===== config.mk =====
export PLATFORM = sky130hd
export DESIGN_NAME = gtech_lsr_bank
export DESIGN_NICKNAME = d
export VERILOG_FILES = /design/src/rtl/gtech_lsr_bank.sv
export SDC_FILE = /design/constraint.sdc
export NUM_CORES = 1
export LEC_CHECK = 0
export ABC_AREA = 1
export CAP_MARGIN = 15
export CORE_MARGIN = 2
export CORE_UTILIZATION = 33
export CTS_BUF_LIST = sky130_fd_sc_hd__clkbuf_2 sky130_fd_sc_hd__clkbuf_4 sky130_fd_sc_hd__clkbuf_8
export DETAILED_ROUTE_END_ITERATION = 7
export GPL_TIMING_DRIVEN = 1
export PLACE_DENSITY = 0.76
export SYNTH_ARGS = -nofsm -noshare
export SYNTH_HDL_FRONTEND = slang
export SYNTH_SLANG_ARGS = --single-unit

===== constraint.sdc =====
create_clock -name CP -period 0.8 [get_ports CP]
set_clock_uncertainty 0.1 [all_clocks]
set_input_delay 0.08 -clock CP [delete_from_list [all_inputs] [get_ports CP]]
set_output_delay 0.08 -clock CP [all_outputs]
set_load 0.05 [all_outputs]

===== src/rtl/gtech_lsr_bank.sv =====
// gtech_lsr_bank: clocked multi-channel S/R flag bank with filtering.
// Optional input synchroniser enabled by defining GTECH_LSR_SYNC_EN.
module gtech_lsr_bank #(
  parameter int unsigned      WIDTH    = 8,
  parameter int unsigned      PRIORITY = 0,
  parameter int unsigned      FILT     = 1,
  parameter logic [WIDTH-1:0] RST_VAL  = '0
) (
  input  logic             CP,
  input  logic             RST,
  input  logic             EN,
  input  logic [WIDTH-1:0] S,
  input  logic [WIDTH-1:0] R,
  output logic [WIDTH-1:0] Q,
  output logic [WIDTH-1:0] QN,
  output logic [WIDTH-1:0] RISE,
  output logic [WIDTH-1:0] FALL,
  output logic             ANY
);

  localparam int unsigned CW =
    (FILT < 1) ? 1 : $clog2(FILT + 1);
  localparam logic [CW-1:0] FMAX = CW'(FILT);

  if (PRIORITY > 2) begin : g_bad_pri
    $error("gtech_lsr_bank: PRIORITY must be 0, 1 or 2");
  end

  if (FILT < 1 || FILT > 15) begin : g_bad_filt
    $error("gtech_lsr_bank: FILT must be within 1..15");
  end

  logic [WIDTH-1:0] s_in;
  logic [WIDTH-1:0] r_in;

`ifdef GTECH_LSR_SYNC_EN
  logic [WIDTH-1:0] s_s1_q;
  logic [WIDTH-1:0] s_s2_q;
  logic [WIDTH-1:0] r_s1_q;
  logic [WIDTH-1:0] r_s2_q;

  // Two-flop synchroniser; resets to the inactive (high) level.
  always_ff @(posedge CP) begin
    if (RST) begin
      s_s1_q <= '1;
      s_s2_q <= '1;
      r_s1_q <= '1;
      r_s2_q <= '1;
    end else begin
      s_s1_q <= S;
      s_s2_q <= s_s1_q;
      r_s1_q <= R;
      r_s2_q <= r_s1_q;
    end
  end

  assign s_in = s_s2_q;
  assign r_in = r_s2_q;
`else
  assign s_in = S;
  assign r_in = R;
`endif

  logic [WIDTH-1:0][CW-1:0] s_cnt_q;
  logic [WIDTH-1:0][CW-1:0] s_cnt_d;
  logic [WIDTH-1:0][CW-1:0] r_cnt_q;
  logic [WIDTH-1:0][CW-1:0] r_cnt_d;
  logic [WIDTH-1:0]         s_qual;
  logic [WIDTH-1:0]         r_qual;

  // Low-run counters; a request qualifies when the
  // saturated next count reaches FILT (current sample low).
  always_comb begin
    s_cnt_d = '0;
    r_cnt_d = '0;
    s_qual  = '0;
    r_qual  = '0;
    for (int i = 0; i < WIDTH; i++) begin
      if (!s_in[i]) begin
        s_cnt_d[i] = (s_cnt_q[i] == FMAX) ?
          FMAX : s_cnt_q[i] + CW'(1);
      end
      if (!r_in[i]) begin
        r_cnt_d[i] = (r_cnt_q[i] == FMAX) ?
          FMAX : r_cnt_q[i] + CW'(1);
      end
      s_qual[i] = (s_cnt_d[i] == FMAX);
      r_qual[i] = (r_cnt_d[i] == FMAX);
    end
  end

  // Filter counters run independently of EN.
  always_ff @(posedge CP) begin
    if (RST) begin
      s_cnt_q <= '0;
      r_cnt_q <= '0;
    end else begin
      s_cnt_q <= s_cnt_d;
      r_cnt_q <= r_cnt_d;
    end
  end

  logic [WIDTH-1:0] q_q;
  logic [WIDTH-1:0] q_d;
  logic [WIDTH-1:0] rise_q;
  logic [WIDTH-1:0] fall_q;

  // Per-channel set/reset resolution.
  always_comb begin
    q_d = q_q;
    for (int i = 0; i < WIDTH; i++) begin
      unique case ({s_qual[i], r_qual[i]})
        2'b10: q_d[i] = 1'b1;
        2'b01: q_d[i] = 1'b0;
        2'b11: begin
          if (PRIORITY == 1) begin
            q_d[i] = 1'b1;
          end else if (PRIORITY == 2) begin
            q_d[i] = ~q_q[i];
          end else begin
            q_d[i] = 1'b0;
          end
        end
        default: q_d[i] = q_q[i];
      endcase
    end
  end

  // Flag state and edge pulses; disabled cycles drop requests.
  always_ff @(posedge CP) begin
    if (RST) begin
      q_q    <= RST_VAL;
      rise_q <= '0;
      fall_q <= '0;
    end else if (EN) begin
      q_q    <= q_d;
      rise_q <= q_d & ~q_q;
      fall_q <= ~q_d & q_q;
    end else begin
      rise_q <= '0;
      fall_q <= '0;
    end
  end

  assign Q    = q_q;
  assign QN   = ~q_q;
  assign RISE = rise_q;
  assign FALL = fall_q;
  assign ANY  = |q_q;

endmodule


==> metrics <==
gr ovfl total=0; final setup fails=57; highest clock rate=715 MHz; Cell variety after synth=12; Initial Util=34.5%; worst skew pair latency=between 300 and 400 ps; first-pass GRT wire length=~5200 um; Post-DP Area=about 1900 um2; via count=~1100; Logic pwr share=around a third; final core occ=92.3%; FP Rows=18; Total Power=just under 3 mW; Int Power=about 1.9 mW; clk slew on worst S/H paths=around 140 ps; clock share of power=a little over a fifth; hold crit path type=in -> reg; CTS root buffer=clkbuf_4; die height=around 54 um; die span in x=roughly 54 um; synthesized area=838 um2; area of the die=just under 3000 um2; status=finished with violations; I/O pin total=52; PortBufs=between 50 and 60; via/cell ratio=5.23; 1st-iter DRT viols=25; Routed WL=between 4000 and 5000 um; DPL Wire Length=around 2000 um; final instance area=2240 um2; Cell Count Post-Placement=198; DR WL met2=approximately 2300 um; ANT nets after route=0; Max clock buf depth=2; nets=203; Num Clock Sinks=24; Synth-to-Final Area Change=168%; DR top layer=met4; # DRC=0; CTS tree=done; Post-Synthesis Cells=~100; RSZ-0062 raised after global routing=true; core area=about 2400 um2; MaxCap Viol Count=0; Tmin final=approximately 1400 ps; Syn Nets=120; Post-Layout Cell Count=213; DRT Pass-1 Iters=4; CTS H-tree lvls=1; Max rail drop VDD=1.59 mV; fin worst setup slack=-598 ps; power per cell area=approximately 1300 nW/um2; fin crit share=175%; crit-path max FO=2; Worst setup EP type=output port; Reg2Reg Depth=6; GPL Wtd Cong=between 0.7 and 0.8; sw power=between 0.9 and 1 mW; vias in the first global route=~1100; final hold violations=0; nature of the critical path startpoint=flip-flop; Yosys reg bits=24; Data required, critical path=about 620 ps; wire per inst=~22 um; syn_area_per_cell=~8.3 um2; failing checks=setup timing; Slew headroom=73.8%; WL met3=between 400 and 500 um; sw frac=33.8%; initial antenna violation count=0; largest net degree at the start of global routing=14; worst path arrival time=roughly 1200 ps; Seq pwr share=between 40% and 50%; crit path kind=reg -> out; Worst Tran Pin Value=about 390 ps; post-synthesis sequential area ratio=a little under three fifths; # diodes=0; Final Max Tran Viols=0; TritonCTS Buffers=3; Hold Crit Depth=2; LEAKAGE=between 0.9 and 1 nW; layout cell share with drive strength beyond 1=about 74%; YS warnings=0; Global Route Usage Sum=roughly a quarter; M1 WL=approximately 1700 um
[Yosys cell counts]
cell	count	area share, %
nand2_1	29	13
dfxtp_1	24	57
nand3_1	16	9.6
nor2_1	10	4.5
inv_1	9	4.0
nor3_1	6	3.6
nor3_2	2	2.4
buf_8	1	1.8
inv_2	1	0.45
nand2_4	1	1.3
nor2_2	1	0.75
nor2_4	1	1.3
[layer usage]
layer / track usage, % / up-vias
li1: - / 487
met1: 27.0 / 518
met2: 46.2 / 83
met3: 4.92 / 25
met4: 14.2 / 0
met5: 0 / -
[sequential cells by signal (all words and copies together) (netlist names)]
name / flops
RISE: 8
FALL: 8
Q: 8
[layout by cell type (no fill, tap or decap)]
cell type,n
nand3_2,9
clkinvlp_4,8
buf_4,12
nor2_2,4
nand2_2,8
inv_2,2
clkbuf_4,4
nor2_4,1
nand2_1,16
nor3_2,4
buf_6,15
clkdlybuf4s50_1,16
nor2_1,7
nor3_4,4
nand3_1,7
dfxtp_4,8
dfxtp_2,16
nand2_4,7
dlygate4sd2_1,2
buf_12,33
[worst max-delay path, cell delays in order (launching register included)]
cell	delay, ps
dfxtp_4	380
clkinvlp_4	90
nand2_2	80
nor2_2	100
nand2_2	70
buf_12	150
[final cells by class]
cell class                      instances  area, um2
Tap cell                               30       37.5
Fill cell                              91        188
Timing Repair Buffer                   78       1100
Inverter                               10       67.6
Clock buffer                            4       30.0
Multi-Input combinational cell         67        482
Sequential cell                        24        531
[stage by stage]
step / TNS (ps) / worst slack (ps) / hold WS (ps)
floorplan: -10740 / -540 / 49.5
global placement: -10420 / -416 / 427
detailed placement: -11710 / -475 / 428
CTS: -14060 / -535 / 216
global route: -19260 / -629 / 253
finish: -18140 / -598 / 260
[cell families after synthesis]
kind of cell / count (synthesis) / synth area share, %
buffers and inverters: 11 / 6.27
DFF: 24 / 57.3
and+or+nand+nor: 66 / 36.4
[repair_timing]
action,4_1_cts,5_1_grt
pin swaps,8,17
resized for setup,44,32
hold buffers,0,0
endpoints found under the setup margin,57,57
gates cloned,1,0
buffers inserted,4,9
[worst paths after layout]
kind | from | to | slack (ps)
setup reg to reg | Q[5] | RISE[5] | -400
hold / removal | R[3] | FALL[3] | 260
hold reg to reg | Q[0] | Q[0] | 560
setup / recovery | Q[4] | ANY | -600
[power by group through the flow]
| stage | combinational (mW) | sequential (mW) | clock, mW |
|---|---|---|---|
| after floorplan | 0.227 | 1.39 | 0 |
| after global placement | 0.800 | 1.27 | 0 |
| after detailed placement | 0.815 | 1.28 | 0 |
| after CTS | 0.879 | 1.25 | 0.579 |
| after global routing | 1.04 | 1.26 | 0.667 |
| final | 1.01 | 1.26 | 0.632 |
Power figures use the tool's default switching activity.
